**src/rtl/spi_oled_seq_pkg.sv**
```systemverilog
// Shared definitions for the SPI OLED command sequencer: queue entry layout,
// peripheral and host register offsets, and the sequencer state encoding.
package spi_oled_seq_pkg;

  typedef enum logic [1:0] {
    OP_CMD   = 2'd0,
    OP_DATA  = 2'd1,
    OP_RST   = 2'd2,
    OP_DELAY = 2'd3
  } op_e;

  typedef struct packed {
    op_e        op;
    logic [7:0] arg;
  } entry_t;

  localparam logic [31:0] PER_CS   = 32'h04;
  localparam logic [31:0] PER_DATA = 32'h08;
  localparam logic [31:0] PER_DC   = 32'h10;
  localparam logic [31:0] PER_RST  = 32'h14;

  localparam logic [31:0] HOST_PUSH    = 32'h00;
  localparam logic [31:0] HOST_STATUS  = 32'h04;
  localparam logic [31:0] HOST_CTRL    = 32'h08;
  localparam logic [31:0] HOST_PASS_LO = 32'h40;
  localparam logic [31:0] HOST_PASS_HI = 32'h5C;

  typedef enum logic [3:0] {
    ST_IDLE, ST_PASS, ST_CS_LO, ST_FETCH, ST_DC, ST_XFER, ST_RSTW, ST_DELAY, ST_CS_HI
  } state_e;

endpackage

```
**src/rtl/spi_oled_seq_fifo.sv**
```systemverilog
// Synchronous FIFO with occupancy level and a single-cycle flush.
module spi_oled_seq_fifo #(
  parameter int DEPTH = 16,
  parameter int WIDTH = 10
) (
  input  logic                     clk,
  input  logic                     resetn,
  input  logic                     push,
  input  logic [WIDTH-1:0]         wdata,
  input  logic                     pop,
  input  logic                     flush,
  output logic [WIDTH-1:0]         rdata,
  output logic [$clog2(DEPTH):0]   level,
  output logic                     full,
  output logic                     empty
);

  localparam int AW = $clog2(DEPTH);

  logic [WIDTH-1:0] mem [DEPTH];
  logic [AW-1:0]    wr_ptr, rd_ptr;
  logic             do_push, do_pop;

  assign full    = level == (AW+1)'(DEPTH);
  assign empty   = level == '0;
  assign do_push = push & ~full;
  assign do_pop  = pop & ~empty;
  assign rdata   = mem[rd_ptr];

  // NOTE: storage has no reset; the pointers alone define which words are valid,
  // and leaving the array unreset lets it map onto plain RAM cells.
  always_ff @(posedge clk) begin
    if (do_push) mem[wr_ptr] <= wdata;
  end

  always_ff @(posedge clk) begin
    if (!resetn || flush) begin
      wr_ptr <= '0;
      rd_ptr <= '0;
      level  <= '0;
    end else begin
      if (do_push) wr_ptr <= wr_ptr + 1'b1;
      if (do_pop)  rd_ptr <= rd_ptr + 1'b1;
      case ({do_push, do_pop})
        2'b10:   level <= level + 1'b1;
        2'b01:   level <= level - 1'b1;
        default: level <= level;
      endcase
    end
  end

endmodule

```
**src/rtl/spi_oled_seq.sv**
```systemverilog
// Replays queued OLED operations as peripheral register writes with CS/DC
// framing, and passes direct host accesses through while idle.
module spi_oled_seq
  import spi_oled_seq_pkg::*;
#(
  parameter int FIFO_DEPTH        = 16,
  parameter int DELAY_UNIT_CYCLES = 1000
) (
  input  logic        clk,
  input  logic        resetn,
  input  logic [3:0]  host_wr,
  input  logic        host_rd,
  input  logic [31:0] host_addr,
  input  logic [31:0] host_wdat,
  output logic [31:0] host_rdat,
  output logic        host_done,
  output logic [3:0]  per_wr,
  output logic        per_rd,
  output logic [31:0] per_addr,
  output logic [31:0] per_wdat,
  input  logic [31:0] per_rdat,
  input  logic        per_done,
  output logic        busy,
  output logic        irq
);

  localparam int          LW   = $clog2(FIFO_DEPTH) + 1;
  localparam logic [31:0] UNIT = 32'(DELAY_UNIT_CYCLES);

  state_e        state, state_n;
  logic          host_wr_any, host_req, pass_addr, own_req, pass_req, pass_done;
  logic          push, push_acc, pop, flush_now, flushed, flush_eff, fifo_more;
  logic [9:0]    fifo_rdata;
  entry_t        head;
  logic [LW-1:0] fifo_level;
  logic          fifo_full, fifo_empty;
  logic          cs_sh, dc_sh, overflow, irq_en;
  logic [31:0]   dly_cnt, dly_n, rd_mux;
  logic [3:0]    wr_n;
  logic          rd_n, outstanding, fin, issue;
  logic [31:0]   addr_n, wdat_n, issue_addr, issue_wdat;

  assign host_wr_any = |host_wr;
  assign host_req    = (host_wr_any | host_rd) & ~host_done;
  assign pass_addr   = (host_addr >= HOST_PASS_LO) && (host_addr <= HOST_PASS_HI);
  assign own_req     = host_req & ~pass_addr;
  assign pass_req    = host_req & pass_addr;
  assign push        = own_req & host_wr_any & (host_addr == HOST_PUSH);
  assign push_acc    = push & ~fifo_full;
  assign flush_now   = own_req & host_wr_any & (host_addr == HOST_CTRL) & host_wdat[1];
  assign flush_eff   = flushed | flush_now;
  assign fifo_more   = (fifo_level > LW'(1)) | push_acc;
  assign outstanding = (|per_wr) | per_rd;
  assign fin         = outstanding & per_done;
  assign pass_done   = (state == ST_PASS) & fin;
  assign head        = entry_t'(fifo_rdata);
  assign busy        = state != ST_IDLE;
  assign irq         = irq_en & fifo_empty & ~busy;

  spi_oled_seq_fifo #(.DEPTH(FIFO_DEPTH), .WIDTH(10)) u_fifo (
    .clk    (clk),
    .resetn (resetn),
    .push   (push),
    .wdata  (host_wdat[9:0]),
    .pop    (pop),
    .flush  (flush_now),
    .rdata  (fifo_rdata),
    .level  (fifo_level),
    .full   (fifo_full),
    .empty  (fifo_empty)
  );

  // NOTE: every output of this block gets a default first, so no path can
  // leave a variable unassigned and infer a latch.
  always_comb begin
    state_n    = state;
    wr_n       = per_wr;
    rd_n       = per_rd;
    addr_n     = per_addr;
    wdat_n     = per_wdat;
    dly_n      = dly_cnt;
    pop        = 1'b0;
    issue      = 1'b0;
    issue_addr = '0;
    issue_wdat = '0;
    if (fin) begin
      wr_n = 4'h0;
      rd_n = 1'b0;
    end
    case (state)
      ST_IDLE: begin
        if (!fifo_empty && !flush_now) state_n = cs_sh ? ST_CS_LO : ST_FETCH;
        else if (pass_req)             state_n = ST_PASS;
      end
      ST_PASS: begin
        if (!outstanding) begin
          wr_n   = host_wr_any ? 4'hF : 4'h0;
          rd_n   = host_rd & ~host_wr_any;
          addr_n = host_addr - HOST_PASS_LO;
          wdat_n = host_wdat;
        end else if (per_done) begin
          state_n = ST_IDLE;
        end
      end
      ST_CS_LO: begin
        if (!outstanding) begin
          issue      = 1'b1;
          issue_addr = PER_CS;
        end else if (per_done) begin
          state_n = ST_FETCH;
        end
      end
      ST_FETCH: begin
        if (flush_eff || fifo_empty) begin
          state_n = ST_CS_HI;
        end else begin
          case (head.op)
            OP_CMD, OP_DATA: state_n = ((head.op == OP_DATA) != dc_sh) ? ST_DC : ST_XFER;
            OP_RST:          state_n = ST_RSTW;
            default: begin
              if (head.arg == 8'd0) begin
                pop     = 1'b1;
                state_n = fifo_more ? ST_FETCH : ST_CS_HI;
              end else begin
                dly_n   = {24'd0, head.arg} * UNIT - 32'd1;
                state_n = ST_DELAY;
              end
            end
          endcase
        end
      end
      ST_DC: begin
        if (!outstanding) begin
          if (flush_eff) begin
            state_n = ST_CS_HI;
          end else begin
            issue      = 1'b1;
            issue_addr = PER_DC;
            issue_wdat = {31'd0, head.op == OP_DATA};
          end
        end else if (per_done) begin
          state_n = flush_eff ? ST_CS_HI : ST_XFER;
        end
      end
      ST_XFER, ST_RSTW: begin
        if (!outstanding) begin
          if (flush_eff) begin
            state_n = ST_CS_HI;
          end else begin
            issue      = 1'b1;
            issue_addr = (state == ST_XFER) ? PER_DATA : PER_RST;
            issue_wdat = (state == ST_XFER) ? {24'd0, head.arg} : {31'd0, head.arg[0]};
          end
        end else if (per_done) begin
          // A flushed op is finished but not popped: the queue already holds
          // only entries pushed after the flush.
          pop     = ~flush_eff;
          state_n = (!flush_eff && fifo_more) ? ST_FETCH : ST_CS_HI;
        end
      end
      ST_DELAY: begin
        if (flush_eff) begin
          state_n = ST_CS_HI;
        end else if (dly_cnt == 32'd0) begin
          pop     = 1'b1;
          state_n = fifo_more ? ST_FETCH : ST_CS_HI;
        end else begin
          dly_n = dly_cnt - 32'd1;
        end
      end
      ST_CS_HI: begin
        if (!outstanding) begin
          if (cs_sh) begin
            state_n = ST_IDLE;
          end else begin
            issue      = 1'b1;
            issue_addr = PER_CS;
            issue_wdat = 32'd1;
          end
        end else if (per_done) begin
          state_n = ST_IDLE;
        end
      end
      default: state_n = ST_IDLE;
    endcase
    if (issue) begin
      wr_n   = 4'hF;
      addr_n = issue_addr;
      wdat_n = issue_wdat;
    end
  end

  // NOTE: sequential state uses non-blocking assignments only, so every
  // register samples the pre-edge value of every other register.
  always_ff @(posedge clk) begin
    if (!resetn) begin
      state    <= ST_IDLE;
      per_wr   <= 4'h0;
      per_rd   <= 1'b0;
      per_addr <= '0;
      per_wdat <= '0;
      dly_cnt  <= '0;
      flushed  <= 1'b0;
      cs_sh    <= 1'b1;
      dc_sh    <= 1'b0;
    end else begin
      state    <= state_n;
      per_wr   <= wr_n;
      per_rd   <= rd_n;
      per_addr <= addr_n;
      per_wdat <= wdat_n;
      dly_cnt  <= dly_n;
      flushed  <= (state == ST_IDLE) ? 1'b0 : (flushed | flush_now);
      // Shadows track any completed write, including passthrough ones.
      if (fin && (|per_wr)) begin
        if (per_addr == PER_CS) cs_sh <= per_wdat[0];
        if (per_addr == PER_DC) dc_sh <= per_wdat[0];
      end
    end
  end

  always_comb begin
    rd_mux = '0;
    if (host_rd && !host_wr_any) begin
      case (host_addr)
        HOST_STATUS: rd_mux = {20'd0, 8'(fifo_level), overflow, fifo_full, fifo_empty, busy};
        HOST_CTRL:   rd_mux = {31'd0, irq_en};
        default:     rd_mux = '0;
      endcase
    end
  end

  always_ff @(posedge clk) begin
    if (!resetn) begin
      host_done <= 1'b0;
      host_rdat <= '0;
      overflow  <= 1'b0;
      irq_en    <= 1'b0;
    end else begin
      host_done <= own_req | pass_done;
      host_rdat <= own_req ? rd_mux : (pass_done ? per_rdat : '0);
      if (push && fifo_full)
        overflow <= 1'b1;
      else if (own_req && host_wr_any && host_addr == HOST_STATUS && host_wdat[3])
        overflow <= 1'b0;
      if (own_req && host_wr_any && host_addr == HOST_CTRL) irq_en <= host_wdat[0];
    end
  end

endmodule

```
**config.mk**
```make
export PLATFORM = sky130hd
export DESIGN_NAME = spi_oled_seq
export DESIGN_NICKNAME = d
export VERILOG_FILES = /design/src/rtl/spi_oled_seq_pkg.sv /design/src/rtl/spi_oled_seq_fifo.sv /design/src/rtl/spi_oled_seq.sv
export SDC_FILE = /design/constraint.sdc
export NUM_CORES = 1
export LEC_CHECK = 0
export ABC_AREA = 1
export BUFFER_PORTS_ARGS = -buffer_cell sky130_fd_sc_hd__buf_2
export CAP_MARGIN = 20
export CORE_MARGIN = 8
export CORE_UTILIZATION = 45
export CTS_BUF_LIST = sky130_fd_sc_hd__clkbuf_8
export DETAILED_ROUTE_END_ITERATION = 16
export MAX_ROUTING_LAYER = met4
export PLACE_DENSITY = 0.68
export SKIP_CTS_REPAIR_TIMING = 1
export SLEW_MARGIN = 0
export SYNTH_ARGS = -nofsm -noshare
export SYNTH_HDL_FRONTEND = slang
export SYNTH_SLANG_ARGS = --single-unit
```
**constraint.sdc**
```tcl
create_clock -name clk -period 7.73 [get_ports clk]
set_clock_uncertainty 0.2 [all_clocks]
set_input_delay 1.1595 -clock clk [delete_from_list [all_inputs] [get_ports clk]]
set_output_delay 1.1595 -clock clk [all_outputs]
set_load 0.01 [all_outputs]
```
==> impl_metrics.tcl, run 1 <==
set metrics [dict create \
    crit_path_start_kind "flop" \
    root_buffer "clkbuf_8" \
    grt_max_degree 86 \
    slew_headroom_pct 35.90 \
    yosysSeqAreaShare_pct 48.44 \
    fin_tns_setup_ns 0 \
    numCtsBuffers 53 \
    drive_above_1_share_pct 16.32 \
    muxShareOfSynthArea_pct 0 \
    worstPathArrival_ns 7.01 \
    period_minus_slack_ns 6.683 \
    firstDrtPassIters 5 \
    pwr-share-seq_pct 51.5 \
    yosys.area_share.xor_xnor_pct 1.536 \
    syn-mean-instance-area_um2 8.324 \
    hold-path-endpoint "per_wdat[12]" \
    outcome "complete, no violations" \
    vias_per_cell 5.290 \
    peakVddDrop_mv 0.1644 \
    antenna_found_initial 3 \
    slew_viol_final 0 \
    dp_slack_ns 1.093 \
    synth.distinct_cells 55 \
    pwr-share-comb_pct 8.8 \
    ios 208 \
    swShare_pct 25.63 \
    areaGrowthSynthToFinish_pct 15.57 \
    cp.required_ns 8.05 \
    insertion_delay_ns 0.61 \
    grt_first_pass_wirelength_um 74030 \
    end_kind "flop" \
    drtAntennaViolNets 0 \
    drc 0 \
    p_per_area_mw_per_mm2 187.4 \
    setup_violations 0 \
    cts_tree "done" \
    synthesis.nets 2166 \
    r2r_slack_ns 1.05 \
    h-tree-depth 2 \
    rows 70 \
    ys_warn_count 0 \
    route.detailed.wl_per_inst_um 17.23 \
    cp_max_fo 41 \
    wl_um 46780 \
    synth-adder-area-share_pct 6.706 \
    synth-seq-cells 320 \
    place.gp.congestion 0.9118 \
    p_int_mw 2.663 \
    reg2regPathDepth 24 \
    hold_path.class "reg2reg" \
    synth_compound_area_share_pct 13.09 \
    hold_viol_final 0 \
    initial_utilization_pct 45.37 \
    die_area_mm2 0.04313 \
    post-route-util_pct 52.44 \
    clock_sinks 320 \
    dp.cells 2617 \
    fp.dieW_um 207.7 \
    io_buffers 207 \
    final_nets 2384 \
    crit_type "reg2reg" \
    rsz0062_at_grt "false" \
    cts_buffer_depth 3 \
    layout_setup_ws_ns 1.047 \
    drt_iter0_drc 1261 \
    cap_violations 0 \
    grtUsageTotal_pct 21.50 \
    holdPathStages 2 \
    min_period_over_period_pct 86.46 \
    dr_total_vias 14360 \
    path_clk_slew_ns 0.06 \
    grt_pass1_vias 14210 \
    synth_simple_gate_area_share_pct 22.83 \
    hold_path_startpoint "per_wdat[12]" \
    die_y_um 207.7 \
    timing.fmax_mhz 149.6 \
    synth_top_family_by_area "simple AND/OR/NAND/NOR gates" \
    worst_pin_slew_ns 0.9592 \
    coreArea_mm2 0.03643 \
    hpwlAfterDp_um 32790 \
    grt.overflow.total 0 \
    instances_no_fill 2715 \
    clkPwrFrac_pct 39.7 \
    worst_r2r_endpoint "dly_cnt[19]" \
    p_switching_mw 0.9178 \
    netlist_area_mm2 0.01653 \
    power.leakage_nw 8.390 \
    syn_inst 1986 \
]
[flip-flops by register name, summed over array words and instances (netlist names), named ones only]
name / cells
cs_sh: 1
dc_sh: 1
dly_cnt: 32
flushed: 1
host_done: 1
host_rdat: 32
irq_en: 1
overflow: 1
per_addr: 32
per_rd: 1
per_wdat: 32
per_wr: 4
state: 4
u_fifo.level: 5
u_fifo.mem: 160
u_fifo.rd_ptr: 4
u_fifo.wr_ptr: 4
[cells in the mapped netlist, drive strengths merged]
library cell | count | area (µm²)
nor2 | 357 | 1404
o21a | 2 | 15.01
o21ai | 164 | 832.1
a31oi | 5 | 31.28
a211oi | 8 | 85.08
o22ai | 21 | 131.4
nand3 | 90 | 480.5
nand2 | 338 | 1321
nor4 | 8 | 50.05
a311oi | 1 | 8.760
o2111ai | 2 | 17.52
a22oi | 1 | 7.510
clkbuf | 56 | 210.2
xor2 | 23 | 201.4
dfxtp | 160 | 3203
a221oi | 1 | 8.760
nor4b | 1 | 8.760
a31o | 1 | 8.760
nand2b | 1 | 6.260
o31ai | 1 | 7.510
a21oi | 115 | 613.1
buf | 18 | 120.1
or4 | 1 | 7.510
a21o | 1 | 7.510
nand3b | 5 | 37.54
clkinv | 2 | 7.510
o221ai | 18 | 157.7
nand4 | 44 | 275.3
or2 | 10 | 62.56
edfxtp | 160 | 4805
inv | 235 | 884.6
nor3 | 22 | 115.1
xnor2 | 6 | 52.55
fa | 21 | 420.4
o211ai | 27 | 202.7
o21bai | 4 | 30.03
ha | 55 | 688.2
and2 | 1 | 6.260
[cell type report]
class | instances | area, µm²
diodes | 4 | 10.01
well taps | 468 | 585.6
multi-input cells | 1355 | 7312
clock buffers | 56 | 770.7
clock inverters | 38 | 232.7
inverters | 237 | 892.1
fillers | 3410 | 17330
flip-flops and latches | 320 | 8009
repair buffers | 237 | 1294
[power groups by stage]
stage / Combinational (mW) / Sequential (mW) / Clock, mW
detailed placement: 0.316 / 1.88 / 0
global route: 0.353 / 1.85 / 1.53
global placement: 0.309 / 1.88 / 0
finish: 0.317 / 1.84 / 1.42
floorplan: 0.159 / 1.89 / 0
CTS: 0.317 / 1.84 / 1.46
[per-layer routing]
layer / part of all wire (%) / vias up / global-route usage, %
met3: 7.5 / 65 / 4.620
met4: 1.7 / 0 / 5.384
met1: 44 / 6725 / 27.08
li1: - / 7073 / -
met5: 0 / - / -
met2: 47 / 500 / 35.02
[worst max-delay path, stage by stage, from the launching register on]
cell      delay (ns)
dfxtp_2         0.32
inv_2           0.48
buf_4           0.41
o21ai_0         0.12
o221ai_1        0.18
o211ai_1        0.12
nand2_1         0.27
inv_1           0.17
fa_1            0.51
fa_1            0.55
fa_1            0.44
fa_1            0.52
inv_1           0.04
ha_1            0.31
nand2_1         0.07
or2_2           0.31
nand3_1         0.11
nand2_1         0.06
nand2_1         0.07
xor2_1          0.11
nor3_1          0.27
nand4_1         0.15
nor2_2          0.56
nor2_1          0.08
nor2_1          0.14
[kinds of logic (layout without fill, tap and decap cells)]
logic type / Yosys count / after routing
XOR/XNOR: 29 / 29
other: 0 / 4
AND/OR/NAND/NOR: 878 / 878
buffers and inverters: 311 / 568
flip-flops: 320 / 320
AO/OA/AOI/OAI: 372 / 372
adder cells (fa/ha/maj): 76 / 76
[worst max path at each step]
stage,from,to,slack [ns],cells after the start
2_1_floorplan,flop,dly_cnt[23],1.81,27
3_3_place_gp,flop,dly_cnt[30],1.28,24
3_5_place_dp,flop,dly_cnt[21],1.09,24
4_1_cts,flop,dly_cnt[19],1.04,24
5_1_grt,flop,dly_cnt[19],0.52,25
6_report,flop,dly_cnt[19],1.05,24
[placed cells by master (no fill, tap or decap), types with 55 or more instances in the layout]
cell | Yosys | final
nor2_1 | 343 | 341
nand2_1 | 327 | 327
inv_1 | 232 | 251
buf_2 | 12 | 207
edfxtp_1 | 160 | 160
dfxtp_1 | 160 | 159
o21ai_0 | 157 | 156
a21oi_1 | 105 | 105
nand3_1 | 87 | 87
clkbuf_8 | 0 | 56
ha_1 | 55 | 55
[per-stage QoR]
| stage | area (µm²) | total power, mW | hold slack (ns) |
|---|---|---|---|
| floorplan | 16530 | 2.051 | 0.2459 |
| global placement | 18040 | 2.186 | 0.2501 |
| detailed placement | 18090 | 2.193 | 0.2555 |
| CTS | 19100 | 3.618 | 0.2645 |
| global route | 19100 | 3.726 | 0.2860 |
| finish | 19110 | 3.581 | 0.2659 |
Note: power is estimated with default switching activity, not from simulation.
==> run 2, diff against run 1 <==
--- a/config.mk
+++ b/config.mk
@@ -9,11 +9,11 @@
 export BUFFER_PORTS_ARGS = -buffer_cell sky130_fd_sc_hd__buf_2
 export CAP_MARGIN = 20
 export CORE_MARGIN = 8
-export CORE_UTILIZATION = 45
+export CORE_UTILIZATION = 60
 export CTS_BUF_LIST = sky130_fd_sc_hd__clkbuf_8
 export DETAILED_ROUTE_END_ITERATION = 16
 export MAX_ROUTING_LAYER = met4
-export PLACE_DENSITY = 0.68
+export PLACE_DENSITY = 0.86
 export SKIP_CTS_REPAIR_TIMING = 1
 export SLEW_MARGIN = 0
 export SYNTH_ARGS = -nofsm -noshare
==> run 2 against run 1 <==
Compared with the run above:
- non-clock buffer count decreased by 4
- critical path depth increased by 1
- combinational power about the same
- global-route usage increased by 6.4 points
- maximum frequency decreased by 2.1%
- cell count decreased by 5.1%
- critical endpoint is now dly_cnt[28]
- largest power group unchanged
==> impl_metrics.tcl, run 2 (synthesis gave the netlist of run 1 again) <==
set metrics [dict create \
    outcome "complete, no violations" \
    final_nets 2376 \
    root_buffer "clkbuf_8" \
    drt_iter0_drc 1602 \
    largest_reg_flops 160 \
    dr_total_vias 14880 \
    drtAntennaViolNets 0 \
    layout_common_cells "nor2_1, nand2_1, inv_1" \
    fillCellCount 2032 \
    pwr-share-comb_pct 9.0 \
    crit_type "reg2reg" \
    pwr-share-seq_pct 52.7 \
    cp_max_fo 61 \
    hold_path_startpoint "per_wdat[20]" \
    grt_first_pass_wirelength_um 73400 \
    end_kind "flop" \
    ios 208 \
    grt.overflow.total 0 \
    slowest_stage "inv_2" \
    worst_path_dominant_cell_family "simple AND/OR/NAND/NOR gates" \
    rsz0062_at_grt "false" \
    drive_above_1_share_pct 15.95 \
    cts_tree "done" \
    setup_violations 0 \
    cap_violations 0 \
    crit_path_start_kind "flop" \
    timing.fmax_mhz 146.5 \
    slew_viol_final 0 \
    p_per_area_mw_per_mm2 185.6 \
    rows 60 \
    h-tree-depth 2 \
    die_y_um 182.0 \
    worst_r2r_endpoint "dly_cnt[28]" \
    dr_wl_met3_um 4615 \
    top_layer "met4" \
    regMostFlops "u_fifo.mem" \
    fin_tns_setup_ns 0 \
    clock_sinks 320 \
    coreArea_mm2 0.02703 \
    worst_pin_slew_ns 1.169 \
    hold_viol_final 0 \
    insertion_delay_ns 0.59 \
    numCtsBuffers 49 \
    path_clk_slew_ns 0.06 \
    clkPwrFrac_pct 38.4 \
    cts_buffer_depth 3 \
    hold-path-endpoint "per_wdat[20]" \
    p_switching_mw 0.9053 \
    grt_max_degree 86 \
    hold_path.class "reg2reg" \
    die_area_mm2 0.03312 \
    hpwlAfterDp_um 32170 \
    power.leakage_nw 8.314 \
    period_minus_slack_ns 6.825 \
    reg2regPathDepth 25 \
    wl_um 46660 \
    fin_worst_hold_slack_ns 0.2649 \
    post-route-util_pct 69.83 \
    dr_wl_met2_um 22420 \
    swShare_pct 25.84 \
    firstDrtPassIters 6 \
    grtUsageTotal_pct 27.92 \
    fp.dieW_um 182.0 \
    route.detailed.wl_per_inst_um 18.10 \
    worstPathArrival_ns 7.13 \
    slowest_delay_ns 0.69 \
    io_buffers 207 \
    slew_headroom_pct 21.81 \
    cp.required_ns 8.03 \
    layout_commonest_cell "nor2_1" \
    wl_met1_um 18280 \
    vias_per_cell 5.775 \
    antenna_found_initial 4 \
    p_int_mw 2.598 \
    drc 0 \
    initial_utilization_pct 61.17 \
    holdPathStages 2 \
    peakVddDrop_mv 0.1868 \
    grt_pass1_vias 14570 \
    min_period_over_period_pct 88.30 \
    r2r_slack_ns 0.90 \
    areaGrowthSynthToFinish_pct 14.15 \
    place.gp.congestion 0.9504 \
    path_buf_inv 2 \
    path_common_cell "nand2_1" \
]
run 2: changes by cell type in the layout (fill, tap and decap cells not counted):
| cell | previous run | this run |
|---|---|---|
| inv_1 | 251 | 246 |
| clkbuf_8 | 56 | 50 |
| buf_6 | 0 | 11 |
| clkinv_1 | 9 | 13 |
| buf_4 | 28 | 13 |
run 2: power by group through the flow:
stage                     logic, mW  clock network (mW)  registers, mW
after detailed placement      0.312                   0           1.88
after global routing          0.348                1.42           1.85
after global placement        0.305                   0           1.88
after CTS                     0.314                1.35           1.84
after floorplan               0.159                   0           1.89
final                         0.315                1.34           1.84
run 2: routing by layer:
metal	up-vias	GRT usage, %
met4	0	9.413
li1	7053	-
met3	115	5.848
met2	842	45.84
met5	-	-
met1	6871	33.99
run 2: stage by stage:
| step | cell area, µm² | total power, mW | std cells | worst slack [ns] |
|---|---|---|---|---|
| global placement | 17750 | 2.184 | 2470 | 1.391 |
| detailed placement | 17830 | 2.192 | 2475 | 1.072 |
| floorplan | 16530 | 2.051 | 1986 | 1.808 |
| global route | 18870 | 3.619 | 2577 | 0.3657 |
| finish | 18870 | 3.503 | 2577 | 0.9046 |
| CTS | 18750 | 3.505 | 2562 | 0.9719 |
run 2: worst reg2reg max path, delay by kind of cell (launching register included):
kind,cells,cell delay (ns)
and+or+nand+nor,12,2.22
adders and majority gates,5,2.03
AOI/OAI and AO/OA,5,1.08
buffers and inverters,2,0.73
DFF,1,0.32
xor gates and xnor gates,1,0.19
run 2: worst max-delay path by stage:
stage             endpoint  slack [ns]  depth (start not counted)
4_1_cts        dly_cnt[28]        0.97                         24
6_report       dly_cnt[28]        0.90                         25
2_1_floorplan  dly_cnt[23]        1.81                         27
3_3_place_gp   dly_cnt[20]        1.39                         24
5_1_grt        dly_cnt[31]        0.37                         24
3_5_place_dp   dly_cnt[31]        1.07                         24
run 2: layout make-up:
cell class                 instances  area, µm²  share of cell area [%]
clock buffer                      50      688.2                   3.646
multi-input combinational       1355       7312                   38.75
antenna                            4      10.01                 0.05304
inverter                         237      892.1                   4.727
timing repair buffer             233       1305                   6.915
clock inverter                    37      229.0                   1.213
sequential                       320       8009                   42.44
tap                              341      426.7                   2.261
